`src/rtl/qpsk_frame_sync.sv`:
```
// Frame synchroniser behind the QPSK demodulator: hunts a 32-bit sync word, reads a length
// byte, packs the payload symbols into bytes and queues them in a small FWFT FIFO.
module qpsk_frame_sync #(
  parameter logic [31:0] SYNC_WORD    = 32'h1ACFFC1D,
  parameter int          SYNC_MAX_ERR = 0,
  parameter int          FIFO_DEPTH   = 8,
  parameter int          TIMEOUT_CYC  = 400
) (
  input  logic       clk,
  input  logic       reset,
  input  logic [1:0] sym_in,
  input  logic       sym_valid,
  output logic [7:0] byte_data,
  output logic       byte_valid,
  input  logic       byte_ready,
  output logic [7:0] frame_len,
  output logic       frame_start,
  output logic       frame_end,
  output logic       frame_err,
  output logic       overflow,
  output logic       locked
);

  localparam int AW = $clog2(FIFO_DEPTH);
  localparam int IW = $clog2(TIMEOUT_CYC + 1);
  localparam logic [AW:0] FULL_CNT = (AW + 1)'(FIFO_DEPTH);

  typedef enum logic [1:0] {HUNT, HEADER, PAYLOAD} state_t;

  state_t         state, state_next;
  logic [31:0]    shreg;
  logic [4:0]     fill;
  logic [1:0]     sym_cnt;
  logic [7:0]     byte_sr;
  logic [7:0]     remaining;
  logic [IW-1:0]  idle;

  logic [7:0]     mem [FIFO_DEPTH];
  logic [AW-1:0]  wr_ptr, rd_ptr;
  logic [AW:0]    count;

  function automatic int popcount32(input logic [31:0] v);
    int n = 0;
    for (int i = 0; i < 32; i++) n += int'(v[i]);
    return n;
  endfunction

  logic [31:0] shreg_next;
  logic [7:0]  byte_next;
  logic [4:0]  fill_inc;
  logic        byte_done, sync_hit, timeout, start_now, end_now, push_req, push, pop;

  assign shreg_next = {shreg[29:0], sym_in};
  assign byte_next  = {byte_sr[5:0], sym_in};
  assign fill_inc   = (fill == 5'd16) ? 5'd16 : fill + 5'd1;
  assign byte_done  = sym_valid && (sym_cnt == 2'd3);
  assign timeout    = (state != HUNT) && !sym_valid && (idle == IW'(TIMEOUT_CYC - 1));

  // NOTE: every output of a combinational block gets a default first, so no path leaves one unassigned and infers a latch.
  always_comb begin
    state_next = state;
    sync_hit   = 1'b0;
    start_now  = 1'b0;
    end_now    = 1'b0;
    push_req   = 1'b0;
    case (state)
      HUNT: begin
        if (sym_valid && fill_inc == 5'd16 &&
            popcount32(shreg_next ^ SYNC_WORD) <= SYNC_MAX_ERR) begin
          sync_hit   = 1'b1;
          state_next = HEADER;
        end
      end
      HEADER: begin
        if (timeout) state_next = HUNT;
        else if (byte_done) begin
          start_now = 1'b1;
          if (byte_next == 8'd0) begin
            end_now    = 1'b1;
            state_next = HUNT;
          end else begin
            state_next = PAYLOAD;
          end
        end
      end
      PAYLOAD: begin
        if (timeout) state_next = HUNT;
        else if (byte_done) begin
          push_req = 1'b1;
          if (remaining == 8'd1) begin
            end_now    = 1'b1;
            state_next = HUNT;
          end
        end
      end
      default: state_next = HUNT;
    endcase
  end

  // NOTE: sequential state uses non-blocking assignments so all registers update together from pre-edge values.
  always_ff @(posedge clk or posedge reset) begin
    if (reset) state <= HUNT;
    else       state <= state_next;
  end

  always_ff @(posedge clk or posedge reset) begin
    if (reset) begin
      shreg       <= '0;
      fill        <= '0;
      sym_cnt     <= '0;
      byte_sr     <= '0;
      remaining   <= '0;
      idle        <= '0;
      frame_len   <= '0;
      frame_start <= 1'b0;
      frame_end   <= 1'b0;
      frame_err   <= 1'b0;
    end else begin
      if (state == HUNT) begin
        sym_cnt <= '0;
        byte_sr <= '0;
        idle    <= '0;
        // Clearing on the hit means the hunt restarts from empty on every return to HUNT.
        if (sync_hit) begin
          shreg <= '0;
          fill  <= '0;
        end else if (sym_valid) begin
          shreg <= shreg_next;
          fill  <= fill_inc;
        end
      end else begin
        idle <= sym_valid ? '0 : idle + IW'(1);
        if (sym_valid) begin
          sym_cnt <= sym_cnt + 2'd1;
          byte_sr <= byte_next;
        end
      end
      if (start_now) begin
        frame_len <= byte_next;
        remaining <= byte_next;
      end else if (push_req) begin
        remaining <= remaining - 8'd1;
      end
      frame_start <= start_now;
      frame_end   <= end_now;
      frame_err   <= timeout;
    end
  end

  // A full FIFO still accepts a push when the head is popped on the same edge.
  assign pop  = (count != '0) && byte_ready;
  assign push = push_req && ((count != FULL_CNT) || pop);

  always_ff @(posedge clk or posedge reset) begin
    if (reset) begin
      wr_ptr   <= '0;
      rd_ptr   <= '0;
      count    <= '0;
      overflow <= 1'b0;
    end else begin
      if (push) wr_ptr <= wr_ptr + AW'(1);
      if (pop)  rd_ptr <= rd_ptr + AW'(1);
      case ({push, pop})
        2'b10:   count <= count + (AW + 1)'(1);
        2'b01:   count <= count - (AW + 1)'(1);
        default: count <= count;
      endcase
      if (push_req && !push) overflow <= 1'b1;
    end
  end

  // NOTE: the storage array has no reset; only pointers and count do, and byte_data is gated by byte_valid.
  always_ff @(posedge clk) begin
    if (push) mem[wr_ptr] <= byte_next;
  end

  assign byte_valid = (count != '0);
  assign byte_data  = byte_valid ? mem[rd_ptr] : 8'd0;
  assign locked     = (state != HUNT);

endmodule

```
`config.mk`:
```
export PLATFORM = sky130hd
export DESIGN_NAME = qpsk_frame_sync
export DESIGN_NICKNAME = d
export VERILOG_FILES = /design/src/rtl/qpsk_frame_sync.sv
export SDC_FILE = /design/constraint.sdc
export NUM_CORES = 1
export LEC_CHECK = 0
export ABC_AREA = 1
export CAP_MARGIN = 5
export CELL_PAD_IN_SITES_DETAIL_PLACEMENT = 0
export CELL_PAD_IN_SITES_GLOBAL_PLACEMENT = 2
export CORE_ASPECT_RATIO = 0.9
export CORE_UTILIZATION = 36
export CTS_CLUSTER_DIAMETER = 30
export DETAILED_ROUTE_END_ITERATION = 8
export MAX_ROUTING_LAYER = met4
export PLACE_DENSITY_LB_ADDON = 0.1
export SLEW_MARGIN = 25
export SYNTH_ARGS = -nofsm -noshare
export SYNTH_HDL_FRONTEND = slang
export SYNTH_SLANG_ARGS = --single-unit
```
`constraint.sdc`:
```
create_clock -name clk -period 5.08 [get_ports clk]
set_input_delay 0.508 -clock clk [delete_from_list [all_inputs] [get_ports clk]]
set_output_delay 0.508 -clock clk [all_outputs]
set_load 0.03 [all_outputs]
```
==> results.yml, run 1 <==
outcome:
  status: "finished with violations"
  violations: "negative setup slack"
placement:
  finalWeightedCongestion: 0.7450
  place_hpwl_mm: 10.96
  portBuffers: 27
  dpl_cell_area_sq_um: 7884
global_route:
  grt_pass1_vias: 4979
  antenna_found_initial: 0
  grt_use_total: 0.1744
  grt-ovfl-total: 0
  grt_start_max_net_pins: 47
  grt_pass1_wl_mm: 26.09
yosys:
  synth_compound_area_frac: 0.1008
  synthXorXnorAreaFrac: 0.01570
  synth-simple-area-share: 0.1515
  ys_warn_count: 0
  ys_types: 42
  syn_area_per_cell_sq_um: 10.19
  muxShareOfSynthArea: 0
  synth_top_family_by_area: "simple AND/OR/NAND/NOR gates"
  yosys.area_share.adder: 0.1035
  synth_seq_cells: 148
  syn_area_sq_um: 7252
  postSynthCellCount: 712
  ys_seq_area_frac: 0.5549
  synthesis.nets: 763
finish:
  diodes: 0
  final_cell_mix: "nand2_1, inv_1, nor2_1"
  final_area_sq_um: 8601
  syn_to_final_growth_pct: 18.60
  nets: 815
  final_common_cell: "nand2_1"
  drive_gt1_frac: 0.1338
sta:
  hold_violations: 0
  layout_min_cycle_time_ps: 5198
  clock_skew_ps: 8.208
  setup_viol: 32
  max_slew_margin: 0.4281
  max_freq_mhz: 192.4
  setup_slack_ps: -117.9
  max_slew.worst_pin.slew_ps: 854.6
  rsz0062_at_grt: "yes"
  fin_crit_sh: 1.023
  finalMaxSlewViolations: 0
clocking:
  clk_path_buf_depth: 2
  cts.sinks: 148
  cts_buffers: 17
  clk_latency_ps: 420
  ctsRootBufferMaster: "clkbuf_16"
  cts_tree: "built"
  cts_max_level: 4
  clk_pin_slew_worst_paths_ps: 60
  hold_buffers: 0
worst_hold_path:
  whs_endpoint: "frame_len[3]"
  hp-start: "frame_len[3]"
  min_path_type: "flop to flop"
  holdPathStages: 2
die:
  initial_core_util: 0.3727
  die_y_microns: 136.6
  ios: 28
  rows: 48
  die_area_sq_um: 20720
  die_w_microns: 151.6
  core-area_sq_um: 19460
setup_path:
  timing.rr.end: "shreg[16]"
  path_max_fanout: 22
  cp-end-kind: "flop"
  cp.arrival_ps: 5500
  critPathKind: "flop to flop"
  cp-start-kind: "flop"
  cp_data_required_time_ps: 5390
  reg2regPathDepth: 20
  r2r_start: "shreg[8]"
  r2r_setup_slack_ps: -120
detailed_routing:
  dr.pass1.iters: 4
  drt-initial-drc-count: 171
  ant_nets: 0
  drt-total-wl_mm: 15.72
  viasPerCell: 4.734
  wl_per_cell_microns: 15.30
  drc_errors: 0
  via_count: 4862
job:
  maxCapViolCount: 0
cells by family after synthesis:
group / count (synthesis)
AND/OR/NAND/NOR: 254
flip-flops: 148
buffers and inverters: 130
AO/OA/AOI/OAI: 122
adder cells (fa/ha/maj): 45
XOR/XNOR: 13
repair_timing:
item	4_1_cts	5_1_grt
resized for setup	15	6
setup buffers	4	1
endpoints found under the hold margin	0	0
endpoints found under the setup margin	33	33
synthesized netlist by cell type, drive strengths merged:
cell type	number	area, sq um
and3	1	6.260
fa	25	500.5
a21oi	9	45.04
o211ai	4	30.03
clkinv	1	3.750
dfrtp	84	2102
o21bai	2	15.01
nor2	90	362.9
a31oi	9	56.30
a21boi	1	7.510
nor4	1	6.260
o22ai	7	43.79
ha	20	250.2
and2	1	6.260
nand2	112	454.2
buf	11	87.59
o311ai	1	8.760
or2	2	12.52
inv	108	405.4
a31o	1	8.760
nor3	9	45.04
nor3b	1	7.510
o21ai	87	506.7
nand4	2	12.51
xnor2	3	26.28
nand3	35	185.2
xor2	10	87.58
clkbuf	10	37.54
o221ai	1	8.760
edfxtp	64	1922
final cells by class:
cell class,count,area [sq um]
fill,1901,10860
timing repair buffer,54,478.0
clock inverter,15,221.5
sequential,148,4024
tap,250,312.8
clock buffer,17,425.4
multi-input combinational,434,2729
inverter,109,410.4
per-stage QoR:
step	TNS [ps]	instances	hold WS [ps]	setup slack, ps	utilization
4_1_cts	-3799	1026	473.1	-148.5	0.4407
6_report	-2795	1027	469.4	-117.9	0.4420
3_3_place_gp	-22960	990	450.1	-741.0	0.4052
5_1_grt	-9205	1027	500.3	-335.9	0.4420
2_1_floorplan	0	712	432.9	21.92	-
3_5_place_dp	-23080	990	458.4	-762.7	0.4052
flip-flops by register name, indices dropped and copies added, names as in the netlist, 2 cells and up:
signal     flops
byte_sr        6
wr_ptr         3
shreg         30
sym_cnt        2
fill           5
frame_len      8
rd_ptr         3
mem           64
count          4
state          2
idle           9
remaining      8
layer usage:
metal / vias to the layer above / wire [microns] / global-route usage
met5: - / 0 / -
met2: 58 / 7743 / 0.2752
met4: 0 / 153 / 0.05171
li1: 2431 / - / -
met3: 15 / 415 / 0.04067
met1: 2358 / 7405 / 0.2234
worst max path at each step:
stage / to / cells after the start / start / slack, ps
after global routing: state[1] / 23 / shreg[8] / -340
after CTS: shreg[16] / 20 / shreg[8] / -150
after floorplan: fill[4] / 21 / sym_in[0] / 20
after detailed placement: shreg[17] / 22 / sym_in[0] / -760
after global placement: shreg[15] / 21 / sym_in[0] / -740
final: shreg[16] / 20 / shreg[8] / -120
critical path: stages (launching register included):
cell     delay, ps
dfrtp_1        360
inv_2           50
fa_1           540
inv_2           40
fa_1           490
inv_1           50
fa_1           480
fa_1           500
fa_1           520
inv_1           50
fa_1           470
inv_1           40
ha_2           170
fa_1           430
nor2_1         120
and2_1         140
nand3_2         80
nor2_4         120
nand2_4         90
nand2_8        220
o21ai_1         90
Power of run 1 is left out: the tool's default activity adds up to more than one toggle a clock period on the data nets, which glitch-free logic cannot reach.
==> run 2, diff against run 1 <==
--- a/config.mk
+++ b/config.mk
@@ -10,9 +10,10 @@
 export CELL_PAD_IN_SITES_DETAIL_PLACEMENT = 0
 export CELL_PAD_IN_SITES_GLOBAL_PLACEMENT = 2
 export CORE_ASPECT_RATIO = 0.9
-export CORE_UTILIZATION = 36
+export CORE_UTILIZATION = 38
 export CTS_CLUSTER_DIAMETER = 30
 export DETAILED_ROUTE_END_ITERATION = 8
+export DONT_BUFFER_PORTS = 1
 export MAX_ROUTING_LAYER = met4
 export PLACE_DENSITY_LB_ADDON = 0.1
 export SLEW_MARGIN = 25
==> results.yml, run 2 (same netlist as run 1, synthesis figures left out) <==
outcome:
  status: "finished with violations"
  violations: "negative setup slack"
die:
  ios: 28
  die_area_sq_um: 19640
  rows: 47
  die_y_microns: 133.1
  initial_core_util: 0.3915
  core-area_sq_um: 18520
  die_w_microns: 147.6
detailed_routing:
  ant_nets: 0
  via_count: 4707
  wl_per_cell_microns: 15.57
  viasPerCell: 4.755
  dr.pass1.iters: 4
  drc_errors: 0
  drt-total-wl_mm: 15.41
  drt-initial-drc-count: 220
placement:
  portBuffers: 0
  place_hpwl_mm: 10.52
  finalWeightedCongestion: 0.7686
  place_ws_ps: -232.3
sta:
  fin_crit_sh: 1.013
  rsz0062_at_grt: "yes"
  hold_violations: 0
  timing.hold.ws_ps: 91.66
  setup_viol: 27
  max_freq_mhz: 194.3
  max_slew_margin: 0.4321
  finalMaxSlewViolations: 0
  layout_min_cycle_time_ps: 5147
  setup_tns_ps: -565.5
  max_slew.worst_pin.slew_ps: 848.7
  setup_slack_ps: -67.00
  clock_skew_ps: 13.42
global_route:
  grt_pass1_wl_mm: 26.24
  grt_pass1_vias: 4982
  grt-ovfl-total: 0
  met2_usage: 0.2927
  grt_start_max_net_pins: 56
  grt_use_total: 0.1805
  met3_usage: 0.03448
  top_usage_layer: "met2"
  grtUsageMet1: 0.2308
  antenna_found_initial: 0
finish:
  nets: 783
  top_regs: "mem x64, shreg x30, idle x9"
  syn_to_final_growth_pct: 13.53
  diodes: 0
  final_common_cell: "nand2_1"
  drive_gt1_frac: 0.1342
  largest_register_ffs: 64
  final_cell_mix: "nand2_1, inv_1, nor2_1"
  largest-register: "mem"
setup_path:
  cp_data_required_time_ps: 5390
  cp-start-kind: "flop"
  cp.arrival_ps: 5460
  cp-end-kind: "flop"
  slowest_delay_ps: 530
  critical_path.cell_chain: "inv_2, fa_1, inv_1, fa_1, inv_1, fa_1, fa_1, fa_1, inv_1, fa_1, inv_2, ha_4, fa_1, nor2_1, and2_1, nand3_2, nor2_4, nand2_8, buf_4, nand3_1, nand2_1"
  path_max_fanout: 10
  crit_slowest_cell: "fa_1"
  cp_common_cell: "fa_1"
  critPathKind: "flop to flop"
clocking:
  cts_tree: "built"
  cts_max_level: 4
  clk_latency_ps: 430
  ctsRootBufferMaster: "clkbuf_16"
  cts.sinks: 148
  cts_buffers: 17
  clk_pin_slew_worst_paths_ps: 70
  clk_path_buf_depth: 2
worst_hold_path:
  min_path_type: "primary input to asynchronous set/reset pin"
job:
  maxCapViolCount: 0
run 2: cell count changes in the layout (fill, tap and decap cells not counted), sizes merged:
cell / change
clkdlybuf4s50: -25
buf: -6
bufinv: -4
inv: +3
clkbuf: +2
clkinv: -2
dlygate4sd2: -2
clkinvlp: +1
nand2: +1
run 2: metrics by stage:
| stage | std cells | util | cell area, sq um |
|---|---|---|---|
| finish | 990 | 0.4444 | 8233 |
| global route | 990 | 0.4444 | 8233 |
| detailed placement | 956 | 0.4099 | 7592 |
| floorplan | 712 | - | 7259 |
| CTS | 990 | 0.4425 | 8197 |
| global placement | 956 | 0.4099 | 7592 |
run 2: area by class of cell:
class | instances | area (sq um)
Clock buffer | 19 | 454.2
Inverter | 109 | 411.6
Fill cell | 1738 | 10290
Multi-Input combinational cell | 435 | 2761
Tap cell | 245 | 306.5
Timing Repair Buffer | 21 | 161.4
Clock inverter | 13 | 113.9
Sequential cell | 148 | 4024
run 2: worst paths after layout:
path                                 from            to  slack [ps]  cells past startpoint
worst max-delay path             shreg[8]      shreg[5]         -70                     21
worst min-delay path                reset       idle[1]          90                      1
worst max register to register   shreg[8]      shreg[5]         -70                     21
worst min register to register    idle[0]       idle[0]         470                      1
max in group asynchronous           reset  remaining[1]        4070                      2
min in group clk                sym_valid       idle[2]         150                      1
run 2: critical path: cells and delay by family (launching register included):
family / cells / cell delay (ps)
flip-flops: 1 / 360
adder cells (fa/ha/maj): 8 / 3540
AND/OR/NAND/NOR: 7 / 720
buffers and inverters: 6 / 420
run 2: metal layers:
layer / vias up / routed length, microns
li1: 2366 / -
met1: 2277 / 7299
met2: 47 / 7530
met3: 17 / 427
met4: 0 / 157
met5: - / 0
run 2: repair_timing:
action / 4_1_cts / 5_1_grt
pin swaps: 0 / 1
cloned: 1 / 0
buffers inserted: 1 / 0
hold buffers: 0 / 0
setup endpoints to repair: 26 / 33
gates resized for setup: 5 / 11
Power of run 2 is left out for the same reason.
==> run 3, diff against run 2 <==
--- a/config.mk
+++ b/config.mk
@@ -14,8 +14,8 @@
 export CTS_CLUSTER_DIAMETER = 30
 export DETAILED_ROUTE_END_ITERATION = 8
 export DONT_BUFFER_PORTS = 1
-export MAX_ROUTING_LAYER = met4
 export PLACE_DENSITY_LB_ADDON = 0.1
+export SKIP_LAST_GASP = 1
 export SLEW_MARGIN = 25
 export SYNTH_ARGS = -nofsm -noshare
 export SYNTH_HDL_FRONTEND = slang
==> results.yml, run 3 (same netlist as run 1, synthesis figures left out) <==
placement:
  finalWeightedCongestion: 0.7587
  place_hpwl_mm: 10.52
  portBuffers: 0
  dpl_cell_area_sq_um: 7592
  place_ws_ps: -232.3
setup_path:
  crit_slowest_cell: "fa_1"
  path_max_fanout: 10
  slowest_delay_ps: 530
  cp.arrival_ps: 5470
  critPathKind: "flop to flop"
  cp-start-kind: "flop"
  cp_data_required_time_ps: 5390
  path_buf_inv: 6
  critical_path.cell_chain: "inv_1, fa_1, inv_1, fa_1, inv_1, fa_1, fa_1, fa_1, inv_1, fa_1, inv_2, ha_4, fa_1, nor2_1, and2_1, nand3_2, nor2_4, nand2_8, buf_4, nand3_1, nand2_1"
  cp-end-kind: "flop"
  path_delay_family: "adder cells"
  cp_common_cell: "fa_1"
die:
  die_w_microns: 147.6
  initial_core_util: 0.3915
  ios: 28
  die_area_sq_um: 19640
  die_y_microns: 133.1
  rows: 47
  core-area_sq_um: 18520
clocking:
  cts_tree: "built"
  cts_max_level: 4
  cts_buffers: 17
  cts.sinks: 148
  clk_latency_ps: 430
  clk_path_buf_depth: 2
  hold_buffers: 0
  clk_pin_slew_worst_paths_ps: 70
  ctsRootBufferMaster: "clkbuf_16"
detailed_routing:
  via_count: 4702
  drt-initial-drc-count: 220
  drc_errors: 0
  drt-total-wl_mm: 15.35
  viasPerCell: 4.749
  wl_per_cell_microns: 15.50
  dr.pass1.iters: 4
  ant_nets: 0
finish:
  drive_gt1_frac: 0.1329
  nFillCells: 1738
  multi_input_area_sq_um: 2761
  final_cell_mix: "nand2_1, inv_1, nor2_1"
  top_regs: "mem x64, shreg x30, idle x9"
  diodes: 0
  nets: 783
  final-seq-area_sq_um: 4024
  largest-register: "mem"
  final_common_cell: "nand2_1"
  syn_to_final_growth_pct: 13.53
  final_area_sq_um: 8233
  largest_register_ffs: 64
global_route:
  top_usage_layer: "met2"
  grt_start_max_net_pins: 56
  met3_usage: 0.03448
  grt_use_total: 0.1749
  grtUsageMet1: 0.2290
  grt_pass1_wl_mm: 26.20
  met2_usage: 0.2943
  antenna_found_initial: 0
  grt-ovfl-total: 0
  grt_pass1_vias: 4993
sta:
  max_slew.worst_pin.slew_ps: 838.4
  rsz0062_at_grt: "yes"
  finalMaxSlewViolations: 0
  setup_viol: 27
  max_freq_mhz: 193.9
  clock_skew_ps: 11.92
  setup_tns_ps: -855.6
  fin_crit_sh: 1.015
  timing.hold.ws_ps: 90.06
  hold_violations: 0
  setup_slack_ps: -77.40
  layout_min_cycle_time_ps: 5157
  max_slew_margin: 0.4390
outcome:
  violations: "negative setup slack"
  status: "finished with violations"
job:
  maxCapViolCount: 0
worst_hold_path:
  min_path_type: "primary input to asynchronous set/reset pin"
==> run 3: cell counts in the layout (fill, tap and decap cells not counted) <==
Identical to the previous run, type by type.
==> run 3: what timing repair did <==
action | CTS | global route
cloned | 1 | 0
buffers inserted | 1 | 0
setup endpoints to repair | 26 | 33
pin swaps | 0 | 1
resized for setup | 3 | 11
==> run 3: layer usage <==
| metal | wire length [microns] | vias up |
|---|---|---|
| li1 | - | 2361 |
| met1 | 7246 | 2292 |
| met2 | 7591 | 38 |
| met3 | 354 | 11 |
| met4 | 153 | 0 |
| met5 | 0 | - |
==> run 3: cell type report <==
type                            instances  share of cell area
Sequential cell                       148              0.4888
Multi-Input combinational cell        435              0.3354
Clock buffer                           19             0.05517
Inverter                              109             0.05000
Tap cell                              245             0.03723
Timing Repair Buffer                   21             0.01960
Clock inverter                         13             0.01383
==> run 3: final timing paths <==
check | slack [ps] | startpoint | endpoint | depth (start not counted)
max in group asynchronous | 4070 | reset | remaining[1] | 2
worst max register to register | -80 | shreg[8] | shreg[5] | 21
worst min-delay path | 90 | reset | idle[1] | 1
min in group clk | 150 | sym_valid | idle[2] | 1
worst max-delay path | -80 | shreg[8] | shreg[5] | 21
worst min register to register | 460 | idle[0] | idle[0] | 1
==> run 3: metrics by stage <==
| step | std cells | util |
|---|---|---|
| 4_1_cts | 990 | 0.4425 |
| 3_5_place_dp | 956 | 0.4099 |
| 2_1_floorplan | 712 | - |
| 5_1_grt | 990 | 0.4444 |
| 3_3_place_gp | 956 | 0.4099 |
| 6_report | 990 | 0.4444 |
Power of run 3 is left out for the same reason.
